$ cat config.mk
export PLATFORM = sky130hd
export DESIGN_NAME = pc_lut_prog_flat
export DESIGN_NICKNAME = d
export VERILOG_FILES = /design/src/rtl/pc_lut_prog_if.sv /design/src/rtl/pc_lut_prog.sv /design/src/flat_wrapper.sv
export SDC_FILE = /design/constraint.sdc
export NUM_CORES = 1
export LEC_CHECK = 0
export CAP_MARGIN = 20
export CORE_MARGIN = 3
export CORE_UTILIZATION = 40
export DETAILED_ROUTE_END_ITERATION = 10
export PLACE_DENSITY = 0.65
export SYNTH_ARGS = -nofsm -noshare
export SYNTH_HDL_FRONTEND = slang
export SYNTH_SLANG_ARGS = --single-unit
$ cat constraint.sdc
create_clock -name Clk -period 4.8 [get_ports Clk]
set_input_delay 1.2 -clock Clk [delete_from_list [all_inputs] [get_ports Clk]]
set_output_delay 1.2 -clock Clk [all_outputs]
set_load 0.02 [all_outputs]
$ cat src/rtl/pc_lut_prog_if.sv
// Bus bundle for the programmable PC target table: read port, direct
// write port, invalidate, and the streaming program loader.
//
// Handshake: a loader beat transfers on every rising edge where both
// ld_valid and ld_ready are high. ld_valid may be raised without waiting
// for ld_ready, and ld_data must stay stable while ld_valid is high and
// ld_ready is low. ld_ready never depends combinationally on ld_valid.
// rd_en and wr_en are single-cycle requests with no backpressure.
interface pc_lut_prog_if #(
   parameter int IDX_W = 5,
   parameter int VAL_W = 16
);
   logic             rd_en;
   logic [IDX_W-1:0] index;
   logic [VAL_W-1:0] value;
   logic             hit;
   logic             rd_valid;
   logic             wr_en;
   logic [IDX_W-1:0] wr_idx;
   logic [VAL_W-1:0] wr_data;
   logic             wr_drop;
   logic             clear;
   logic             ld_start;
   logic [IDX_W-1:0] ld_base;
   logic [IDX_W:0]   ld_count;
   logic             ld_valid;
   logic [VAL_W-1:0] ld_data;
   logic             ld_ready;
   logic             ld_busy;
   logic             ld_done;
   logic [1:0]       dbg_state;

   modport master (
      output rd_en, index, wr_en, wr_idx, wr_data, clear,
             ld_start, ld_base, ld_count, ld_valid, ld_data,
      input  value, hit, rd_valid, wr_drop, ld_ready, ld_busy, ld_done,
             dbg_state
   );

   modport slave (
      input  rd_en, index, wr_en, wr_idx, wr_data, clear,
             ld_start, ld_base, ld_count, ld_valid, ld_data,
      output value, hit, rd_valid, wr_drop, ld_ready, ld_busy, ld_done,
             dbg_state
   );
endinterface

$ cat src/rtl/pc_lut_prog.sv
// Runtime-programmable branch/jump target table. Entries carry a valid bit
// so unprogrammed indices read back with hit=0. Entries are written either
// one at a time or by a streaming loader that walks from a base index with
// wraparound. Reads are registered with write-first bypass.
module pc_lut_prog #(
   parameter int IDX_W = 5,
   parameter int VAL_W = 16
) (
   input  logic         Clk,
   input  logic         Reset_n,
   pc_lut_prog_if.slave bus
);
   localparam int DEPTH = 1 << IDX_W;
   localparam logic [IDX_W:0] DEPTH_CNT = (IDX_W+1)'(DEPTH);
   localparam logic [IDX_W:0] ONE_CNT   = (IDX_W+1)'(1);

   typedef enum logic [1:0] {
      S_IDLE = 2'd0,
      S_LOAD = 2'd1,
      S_DONE = 2'd2
   } state_t;

   state_t           state_q, state_d;
   logic [IDX_W-1:0] ptr_q, ptr_d;
   logic [IDX_W:0]   rem_q, rem_d;
   logic [VAL_W-1:0] mem_q [DEPTH];
   logic [VAL_W-1:0] mem_d [DEPTH];
   logic [DEPTH-1:0] vld_q, vld_d;
   logic [VAL_W-1:0] value_q, value_d;
   logic             hit_q, hit_d;
   logic             rd_valid_q, rd_valid_d;
   logic             ld_ready_q, ld_ready_d;
   logic             ld_busy_q, ld_busy_d;
   logic             ld_done_q, ld_done_d;

   logic             dir_we, ld_we, we;
   logic [IDX_W-1:0] w_idx;
   logic [VAL_W-1:0] w_data;
   logic [IDX_W:0]   cnt_clamped;

   // Select the single write that can commit this cycle (direct writes only
   // happen in IDLE, loader beats only in LOAD, so they never collide).
   always_comb begin
      dir_we      = bus.wr_en && !ld_busy_q;
      ld_we       = ld_ready_q && bus.ld_valid;
      we          = dir_we || ld_we;
      w_idx       = dir_we ? bus.wr_idx : ptr_q;
      w_data      = dir_we ? bus.wr_data : bus.ld_data;
      cnt_clamped = (bus.ld_count > DEPTH_CNT) ? DEPTH_CNT : bus.ld_count;
   end

   // Next table contents: clear drops all valid bits, a same-cycle write wins.
   always_comb begin
      mem_d = mem_q;
      vld_d = bus.clear ? '0 : vld_q;
      if (we) begin
         mem_d[w_idx] = w_data;
         vld_d[w_idx] = 1'b1;
      end
   end

   // Read response; a write landing on the read index is forwarded.
   always_comb begin
      rd_valid_d = bus.rd_en;
      value_d    = value_q;
      hit_d      = hit_q;
      if (bus.rd_en) begin
         if (we && (w_idx == bus.index)) begin
            value_d = w_data;
            hit_d   = 1'b1;
         end else if (vld_q[bus.index]) begin
            value_d = mem_q[bus.index];
            hit_d   = 1'b1;
         end else begin
            value_d = '0;
            hit_d   = 1'b0;
         end
      end
   end

   // Loader sequencing and its registered status outputs.
   always_comb begin
      state_d = state_q;
      ptr_d   = ptr_q;
      rem_d   = rem_q;
      case (state_q)
         S_IDLE: begin
            if (bus.ld_start) begin
               ptr_d   = bus.ld_base;
               rem_d   = cnt_clamped;
               state_d = (cnt_clamped == '0) ? S_DONE : S_LOAD;
            end
         end
         S_LOAD: begin
            if (ld_we) begin
               ptr_d = ptr_q + 1'b1;
               rem_d = rem_q - ONE_CNT;
               if (rem_q == ONE_CNT) state_d = S_DONE;
            end
         end
         S_DONE:  state_d = S_IDLE;
         default: state_d = S_IDLE;
      endcase
      ld_ready_d = (state_d == S_LOAD);
      ld_busy_d  = (state_d != S_IDLE);
      ld_done_d  = (state_d == S_DONE);
   end

   // All state; an asynchronous reset wipes the table and aborts any load.
   always_ff @(posedge Clk or negedge Reset_n) begin
      if (!Reset_n) begin
         state_q    <= S_IDLE;
         ptr_q      <= '0;
         rem_q      <= '0;
         mem_q      <= '{default: '0};
         vld_q      <= '0;
         value_q    <= '0;
         hit_q      <= 1'b0;
         rd_valid_q <= 1'b0;
         ld_ready_q <= 1'b0;
         ld_busy_q  <= 1'b0;
         ld_done_q  <= 1'b0;
      end else begin
         state_q    <= state_d;
         ptr_q      <= ptr_d;
         rem_q      <= rem_d;
         mem_q      <= mem_d;
         vld_q      <= vld_d;
         value_q    <= value_d;
         hit_q      <= hit_d;
         rd_valid_q <= rd_valid_d;
         ld_ready_q <= ld_ready_d;
         ld_busy_q  <= ld_busy_d;
         ld_done_q  <= ld_done_d;
      end
   end

   assign bus.value     = value_q;
   assign bus.hit       = hit_q;
   assign bus.rd_valid  = rd_valid_q;
   assign bus.wr_drop   = bus.wr_en && ld_busy_q;
   assign bus.ld_ready  = ld_ready_q;
   assign bus.ld_busy   = ld_busy_q;
   assign bus.ld_done   = ld_done_q;
   assign bus.dbg_state = state_q;
endmodule

$ cat src/flat_wrapper.sv
// flat-port wrapper written by rule: the top's interface ports become plain ports
module pc_lut_prog_flat 
#(
   parameter int IDX_W = 5,
   parameter int VAL_W = 16
)
  (Clk, Reset_n, bus_rd_en, bus_index, bus_wr_en, bus_wr_idx, bus_wr_data, bus_clear, bus_ld_start, bus_ld_base, bus_ld_count, bus_ld_valid, bus_ld_data, bus_value, bus_hit, bus_rd_valid, bus_wr_drop, bus_ld_ready, bus_ld_busy, bus_ld_done, bus_dbg_state);
  pc_lut_prog_if #(.IDX_W(IDX_W), .VAL_W(VAL_W)) bus_i ();
  input  logic Clk;
  input  logic Reset_n;
  input wire logic [$bits(bus_i.rd_en)-1:0] bus_rd_en;
  input wire logic [$bits(bus_i.index)-1:0] bus_index;
  input wire logic [$bits(bus_i.wr_en)-1:0] bus_wr_en;
  input wire logic [$bits(bus_i.wr_idx)-1:0] bus_wr_idx;
  input wire logic [$bits(bus_i.wr_data)-1:0] bus_wr_data;
  input wire logic [$bits(bus_i.clear)-1:0] bus_clear;
  input wire logic [$bits(bus_i.ld_start)-1:0] bus_ld_start;
  input wire logic [$bits(bus_i.ld_base)-1:0] bus_ld_base;
  input wire logic [$bits(bus_i.ld_count)-1:0] bus_ld_count;
  input wire logic [$bits(bus_i.ld_valid)-1:0] bus_ld_valid;
  input wire logic [$bits(bus_i.ld_data)-1:0] bus_ld_data;
  output wire logic [$bits(bus_i.value)-1:0] bus_value;
  output wire logic [$bits(bus_i.hit)-1:0] bus_hit;
  output wire logic [$bits(bus_i.rd_valid)-1:0] bus_rd_valid;
  output wire logic [$bits(bus_i.wr_drop)-1:0] bus_wr_drop;
  output wire logic [$bits(bus_i.ld_ready)-1:0] bus_ld_ready;
  output wire logic [$bits(bus_i.ld_busy)-1:0] bus_ld_busy;
  output wire logic [$bits(bus_i.ld_done)-1:0] bus_ld_done;
  output wire logic [$bits(bus_i.dbg_state)-1:0] bus_dbg_state;
  assign bus_i.rd_en = bus_rd_en;
  assign bus_i.index = bus_index;
  assign bus_i.wr_en = bus_wr_en;
  assign bus_i.wr_idx = bus_wr_idx;
  assign bus_i.wr_data = bus_wr_data;
  assign bus_i.clear = bus_clear;
  assign bus_i.ld_start = bus_ld_start;
  assign bus_i.ld_base = bus_ld_base;
  assign bus_i.ld_count = bus_ld_count;
  assign bus_i.ld_valid = bus_ld_valid;
  assign bus_i.ld_data = bus_ld_data;
  assign bus_value = bus_i.value;
  assign bus_hit = bus_i.hit;
  assign bus_rd_valid = bus_i.rd_valid;
  assign bus_wr_drop = bus_i.wr_drop;
  assign bus_ld_ready = bus_i.ld_ready;
  assign bus_ld_busy = bus_i.ld_busy;
  assign bus_ld_done = bus_i.ld_done;
  assign bus_dbg_state = bus_i.dbg_state;
  pc_lut_prog #(.IDX_W(IDX_W), .VAL_W(VAL_W)) u_core (.Clk(Clk), .Reset_n(Reset_n), .bus(bus_i));
endmodule
# After elaboration in Yosys (flattened, before gate mapping)
# Cells that the tools add are included.
[classes]
addsub = 2
magnitude_cmp = 7
n_eq_ne = 7
n_mux = 30
bitwise_logic = 3
n_reduce_logical = 13
[ops]
columns = ["cell", "n"]
rows = [
  ["$bwmux 512", 1],
  ["$mux 16", 6],
  ["$bmux 16 s5", 1],
  ["$demux 16 s5", 1],
  ["$mux 32", 2],
  ["$or 32x32->32", 1],
  ["$mux 6", 3],
  ["$mux 5", 3],
  ["$ge 6x6->1 const B", 2],
  ["$lt 5x6->1 const B", 2],
  ["$not 5->6", 2],
  ["$pmux 6 s2", 1],
  ["$pmux 5 s2", 1],
  ["$mux 2", 4],
  ["$eq 6x1->1 const B", 1],
  ["$gt 6x6->1 const B", 1],
  ["$logic_and 1x1->1", 6],
  ["$logic_not 6->1", 1],
  ["$lt 6x1->1 const B", 1],
  ["$sub 6x1->6 const B", 1],
  ["$add 5x1->5 const B", 1],
  ["$bmux 1 s5", 1],
  ["$demux 1 s5", 1],
  ["$eq 5x5->1", 1],
  ["12 further kinds", 17],
]
[totals]
reg_bits = 578
in_bits = 60
out_inout_bits = 24
word_cells = 104

# Longest topological paths before layout
# Gate-level depths: netlist (run 1).
[logic_depth]
word_depth = 9
depth_mapped = 11

# Worst setup path before layout (run 1)
# Ideal clock, no wire load.
[synth_timing]
kind = "input port to flip-flop"
from = "input port bus_index[0]"
to = "register u_core.value_q[6] (netlist: u_core.bus.value[6])"
setup_time_ps = 137
arrival_time_ps = 2905
required_ps = 4663
setup_slack_ps = 1758
stages = 8
path_buffers = 3
cell_sequence = "buf_2 buf_2 buf_2 mux4_2 mux2i_1 o22ai_1 nor2_1 o221ai_2"
[synth_via]
elab_chain_len = 6
word_cells_on_any_way = 10
[synth_lines]
columns = ["element", "line_no", "text"]
rows = [
  ["from (decl)", "flat_wrapper.sv:12", "input wire logic [$bits(bus_i.index)-1:0] bus_index;"],
  ["$not 5->6 (not written as such)", "pc_lut_prog.sv:72", "value_d = mem_q[bus.index];"],
  ["$bmux 16 s5", "pc_lut_prog.sv:72", ""],
  ["$mux 16 (not written as such) (2 in series)", "pc_lut_prog.sv:72", ""],
  ["$mux 16", "pc_lut_prog.sv:71", "end else if (vld_q[bus.index]) begin"],
  ["$mux 16 *", "pc_lut_prog.sv:68", "if (we && (w_idx == bus.index)) begin"],
  ["to (signal assigned)", "pc_lut_prog.sv:129", "value_q <= value_d;"],
  ["to (decl)", "pc_lut_prog.sv:29", "logic [VAL_W-1:0] value_q, value_d;"],
]
# Every way passes the cells marked *; elsewhere a longest branch is shown, timed or not. The select of a mux whose other input is x is not followed.
# A chain may end at the register's enable or synchronous reset.

# Final worst setup path (run 1)
[layout_timing]
from = "input port bus_wr_en"
to = "output port bus_wr_drop"
[layout_via]
elab_chain_len = 1
[layout_lines]
columns = ["element", "line_no", "text"]
rows = [
  ["from (decl)", "flat_wrapper.sv:13", "input wire logic [$bits(bus_i.wr_en)-1:0] bus_wr_en;"],
  ["$logic_and 1x1->1", "pc_lut_prog.sv:141", "assign bus.wr_drop = bus.wr_en && ld_busy_q;"],
  ["to (decl)", "flat_wrapper.sv:25", "output wire logic [$bits(bus_i.wr_drop)-1:0] bus_wr_drop;"],
]
# No other way between the ends.

==> results of run 1 <==
cell families (layout without fill, tap and decap cells):
kind of cell,count (synthesis),after routing,share of synthesized area (%)
flops,578,578,56.1
fa+ha+maj,3,3,0.146
xor+xnor,5,5,0.170
simple gates,671,671,10.8
buf+inv,248,294,4.25
mux,217,217,14.8
compound gates,654,654,13.8
stage by stage:
| step | instances | total power (uW) | hold WS (ps) |
|---|---|---|---|
| floorplan | 2376 | 11300 | 445 |
| global route | 3268 | 18900 | 492 |
| detailed placement | 3159 | 12900 | 465 |
| CTS | 3267 | 17900 | 479 |
| finish | 3268 | 17800 | 476 |
| global placement | 3159 | 12500 | 456 |
cell usage in the layout (no fill, tap or decap), types with 38 or more instances in the layout:
master / Yosys / final
mux2i_1: 85 / 68
clkdlybuf4s50_1: 0 / 79
clkbuf_16: 0 / 59
a21oi_1: 232 / 232
mux4_2: 128 / 128
o22ai_1: 38 / 38
dfrtp_1: 578 / 578
o21ai_0: 325 / 325
nor2_1: 243 / 243
nand2_1: 350 / 350
buf_4: 5 / 71
metal layers:
| layer | global-route usage [%] | vias up | part of all wire [%] |
|---|---|---|---|
| met5 | 0 | - | 0 |
| met4 | 5.76 | 0 | 2.3 |
| met3 | 3.88 | 97 | 7.4 |
| met2 | 33.2 | 583 | 48 |
| met1 | 27.3 | 9293 | 42 |
| li1 | - | 8299 | - |
state kept, by name, summed over array words and instances (netlist names):
register              count
u_core.ptr_q              5
u_core.bus.rd_valid       1
u_core.bus.ld_busy        1
u_core.bus.ld_ready       1
u_core.vld_q             32
u_core.bus.ld_done        1
u_core.bus.value         16
u_core.rem_q              6
u_core.bus.hit            1
u_core.bus.dbg_state      2
u_core.mem_q            512
worst min-delay path, delay by kind of cell (launching register included):
family | cells | cell delay [ps]
AND/OR/NAND/NOR | 1 | 50
flip-flops | 1 | 330
AO/OA/AOI/OAI | 1 | 60
area by class of cell:
cell class	count	area [um^2]
Clock inverter	28	432
Multi-Input combinational cell	1550	10400
Tap cell	846	1060
Timing Repair Buffer	161	1520
Sequential cell	578	14500
Clock buffer	80	1700
Inverter	25	108
Fill cell	5631	33800
report_power, final:
part	switching (uW)	total, uW	internal, uW
Clock	1920	4970	3050
Sequential	1100	7990	6890
Combinational	2630	4850	2220
Total	5650	17800	12200
worst max-delay path by stage:
stage                               end  cells past startpoint  slack [ps]         start
finish                      bus_wr_drop                      3        1160     bus_wr_en
floorplan           u_core.bus.value[6]                      8        1760  bus_index[0]
global placement      u_core.mem_q[409]                      8         810     bus_wr_en
global route                bus_wr_drop                      3        1120     bus_wr_en
CTS                         bus_wr_drop                      3        1160     bus_wr_en
detailed placement    u_core.mem_q[403]                      8         770     bus_wr_en
==> impl_metrics.py, run 1 <==
metrics = {
    "timing": {
        "finalSetupViolCount": 0,
        "drv_slew": 0,
        "max_freq_mhz": 275,
        "hold_viol": 0,
        "period_share_pct": 75.8,
        "worst_slack_ps": 1160,
        "period_minus_slack_ps": 3640,
        "max_slew.worst_pin.slew_ps": 1020,
        "tns_ps": 0,
        "rsz0062_at_grt": "no",
        "fin_worst_skew_ps": 19.9,
        "slew-limit-headroom_pct": 31.7,
    },
    "outcome": {
        "outcome": "completed",
    },
    "worst_setup_path": {
        "start_kind": "input port",
        "r2r_start": "u_core.bus.ld_busy",
        "end_kind": "output port",
        "r2r-end": "u_core.mem_q[403]",
        "cp_cell_sequence": "clkdlybuf4s50_1 -> and2_1 -> clkdlybuf4s50_1",
        "worstSetupPathType": "input port to output port",
        "critPathBufInv": 2,
        "crit_fanout": 3,
        "crit_required_ps": 3600,
        "critical_path.most_common_cell": "clkdlybuf4s50_1",
        "cpLargestDelayFamily": "buffers and inverters",
        "reg2regPathDepth": 7,
        "ff2ff_setup_slack_ps": 1900,
        "cp_slowest_stage_delay_ps": 600,
        "cp.arrival_ps": 2440,
        "crit_slowest_cell": "clkdlybuf4s50_1",
    },
    "global_routing": {
        "grt_max_degree": 95,
        "grt_pass1_wl_um": 106000,
        "grt_pass1_vias": 18483,
        "grt_remaining_overflow": 0,
        "antenna_found_initial": 1,
        "grt_util_all_layers_pct": 20.2,
    },
    "detailed_routing": {
        "drt_iter0_drc": 1633,
        "drt_first_pass_iters": 5,
        "drc": 0,
        "vias_per_cell": 5.59,
        "detail_route.wl_per_cell_um": 20.5,
        "via_count": 18272,
        "postRouteAntennaNets": 0,
        "drt-total-wl_um": 67200,
    },
    "logic_synthesis": {
        "synth_fp_nets": 2439,
        "ys_seq_area_share_pct": 56.1,
        "async_reset_ff_share_pct": 100,
        "synth_top_flop_cell": "dfrtp_1",
        "yosysMostFrequentCell": "dfrtp_1",
        "yosys.area.top_type": "dfrtp_1",
        "ys_seq_elements": 578,
        "synth_top_area_share_pct": 56.1,
        "synth_cell_types": 52,
        "syn_area_per_cell_um2": 10.9,
        "syn-instance-count": 2376,
        "ys_warn_count": 0,
        "synth_area_leaders": "dfrtp_1, mux4_2, o21ai_0",
        "syn_area_um2": 25800,
        "synth-edff-count": 0,
        "synth_common_cells": "dfrtp_1, nand2_1, o21ai_0, nor2_1, a21oi_1",
    },
    "power": {
        "p_leak_uw": 0.0130,
        "powerDensity_nw_per_um2": 601,
        "ir_worst_vdd_mv": 0.268,
    },
    "floorplanning": {
        "die_y_um": 260,
        "initial_utilization_pct": 40.7,
        "core_um2": 63400,
        "die_w_um": 260,
        "die_area_um2": 67600,
        "pin_count": 84,
        "row_count": 92,
    },
    "place": {
        "hpwl_um": 40700,
        "placed_cell_area_um2": 27500,
        "dp_slack_ps": 767,
        "place_congestion": 0.813,
        "io_buffers": 83,
    },
    "clock_network": {
        "cts_sinks": 578,
        "clk_latency_ps": 620,
        "clk_path_buf_depth": 3,
        "cts_resized": 0,
        "post_cts_buffers": 0,
        "cts_tree": "built",
        "cts-root-buf": "clkbuf_16",
        "cts.clk_slew.worst_paths_ps": 60,
        "cts_buffers": 57,
        "h-tree-depth": 2,
        "hold_buffers": 0,
    },
    "hold_path": {
        "hold-path-cell-count": 2,
        "hold-path-endpoint": "u_core.mem_q[42]",
        "worstHoldStart": "u_core.mem_q[42]",
        "min_path_type": "register to register",
    },
    "finish": {
        "final_area_um2": 29600,
        "num_antenna_cells": 0,
        "fin_nets": 2436,
        "area_growth_pct": 14.8,
        "fin_util_pct": 46.7,
        "drive_above_1_share_pct": 14.9,
    },
    "job": {
        "maxCapViolCount": 0,
    },
}
Note: power is estimated with default switching activity, not from simulation.
==> run 2: changes to the inputs <==
PLACE_DENSITY = 0.67   (was 0.65)
clock period = 3.3 ns   (was 4.8 ns; I/O delays follow)
==> impl_metrics.py, run 2 (synthesis gave the netlist of run 1 again) <==
metrics = {
    "timing": {
        "finalSetupViolCount": 0,
        "period_share_pct": 88.4,
        "rsz0062_at_grt": "no",
        "hold_viol": 0,
        "slew-limit-headroom_pct": 40.6,
        "max_freq_mhz": 343,
        "tns_ps": 0,
        "period_minus_slack_ps": 2920,
        "max_slew.worst_pin.slew_ps": 891,
        "fin_worst_skew_ps": 18.3,
        "drv_slew": 0,
    },
    "floorplanning": {
        "die_area_um2": 67600,
        "die_w_um": 260,
        "row_count": 92,
        "initial_utilization_pct": 40.7,
        "core_um2": 63400,
        "die_y_um": 260,
        "pin_count": 84,
    },
    "finish": {
        "fin_nets": 2461,
        "fin_util_pct": 47.8,
        "drive_above_1_share_pct": 15.2,
        "num_antenna_cells": 0,
        "final_area_um2": 30300,
        "top_register": "u_core.mem_q",
        "final_cell_mix": "dfrtp_1, nand2_1, o21ai_0, nor2_1, a21oi_1",
        "area_growth_pct": 17.5,
        "fillers": 5505,
        "largest_reg_flops": 512,
        "final_common_cell": "dfrtp_1",
    },
    "hold_path": {
        "min_path_type": "input port to async pin",
    },
    "worst_setup_path": {
        "ff2ff_setup_slack_ps": 950,
        "end_kind": "output port",
        "crit_fanout": 3,
        "cp.arrival_ps": 2090,
        "r2r_start": "u_core.bus.ld_busy",
        "start_kind": "input port",
        "cp-startpoint": "bus_wr_en",
        "crit_required_ps": 2470,
        "worstSetupPathType": "input port to output port",
    },
    "clock_network": {
        "clk_latency_ps": 610,
        "cts-root-buf": "clkbuf_16",
        "h-tree-depth": 2,
        "hold_buffers": 0,
        "post_cts_buffers": 0,
        "cts_buffers": 57,
        "cts_resized": 0,
        "cts_sinks": 578,
        "cts.clk_slew.worst_paths_ps": 60,
        "cts_tree": "built",
        "clk_path_buf_depth": 3,
    },
    "detailed_routing": {
        "drt-total-wl_um": 67400,
        "drt_first_pass_iters": 7,
        "drc": 0,
        "detail_route.wl_per_cell_um": 20.5,
        "drt_iter0_drc": 1751,
        "vias_per_cell": 5.65,
        "via_count": 18565,
        "postRouteAntennaNets": 0,
    },
    "global_routing": {
        "grt_util_met2_pct": 33.7,
        "grt_remaining_overflow": 0,
        "grt_use_met3_pct": 3.11,
        "met1_usage_pct": 27.3,
        "antenna_found_initial": 0,
        "grt_pass1_wl_um": 107000,
        "grt_most_used_layer": "met2",
        "grt_pass1_vias": 19097,
        "grt_max_degree": 95,
        "grt_util_all_layers_pct": 20.2,
    },
    "power": {
        "ir_worst_vdd_mv": 0.399,
        "total_power_uw": 25700,
        "p_leak_uw": 0.0133,
        "powerDensity_nw_per_um2": 848,
    },
    "place": {
        "place_congestion": 0.855,
        "io_buffers": 83,
        "placed_cell_area_um2": 28400,
        "hpwl_um": 41100,
    },
    "job": {
        "maxCapViolCount": 0,
    },
    "outcome": {
        "outcome": "completed",
    },
}
[run 2: cell types whose count changed in the layout (fill, tap and decap cells not counted), moves of 5 or more]
cell	change
clkinv_2	-6
buf_12	+57
clkbuf_1	+5
buf_4	-31
bufinv_16	-5
[run 2: worst max-delay path, stage by stage]
cell             delay [ps]
clkdlybuf4s50_1         500
and2_1                  140
clkdlybuf4s50_1         630
[run 2: power breakdown]
group	total, uW	switching (uW)	internal, uW
combinational	7360	3890	3470
sequential	11600	1600	10000
clock	6720	2730	3990
total	25700	8220	17500
[run 2: metrics by stage]
| step | hold slack [ps] | std cells | setup WS [ps] |
|---|---|---|---|
| global placement | 456 | 3185 | 144 |
| global route | 350 | 3285 | 366 |
| detailed placement | 465 | 3185 | 105 |
| finish | 275 | 3285 | 382 |
| CTS | 320 | 3285 | 386 |
| floorplan | 445 | 2376 | 633 |
[run 2: metal layers]
layer | share of wire [%] | vias to the layer above | wire (um)
li1 | - | 8323 | -
met1 | 43 | 9542 | 28800
met2 | 48 | 581 | 32700
met3 | 6.4 | 119 | 4340
met4 | 2.4 | 0 | 1630
met5 | 0 | - | 0
[run 2: layout make-up]
cell class	count	area [um^2]	share of cell area, %
Clock buffer	83	1690	5.57
Clock inverter	17	250	0.826
Sequential cell	578	14500	47.7
Multi-Input combinational cell	1550	10300	34.1
Tap cell	846	1060	3.49
Timing Repair Buffer	186	2410	7.96
Inverter	25	108	0.355
[run 2: path summary, 6_finish.rpt]
kind / endpoint / depth (start not counted)
hold reg to reg: u_core.mem_q[30] / 2
min in group Clk: u_core.mem_q[30] / 2
max in group asynchronous: u_core.mem_q[326] / 2
setup / recovery: bus_wr_drop / 3
hold / removal: u_core.rem_q[1] / 1
setup reg to reg: u_core.mem_q[381] / 9
==> run 3: changes to the inputs <==
CAP_MARGIN = 25   (was 20)
CTS_CLUSTER_SIZE = 30   (was unset)
==> results of run 3 <==
No change in the layout: final DEF, timing and power equal those of run 2.
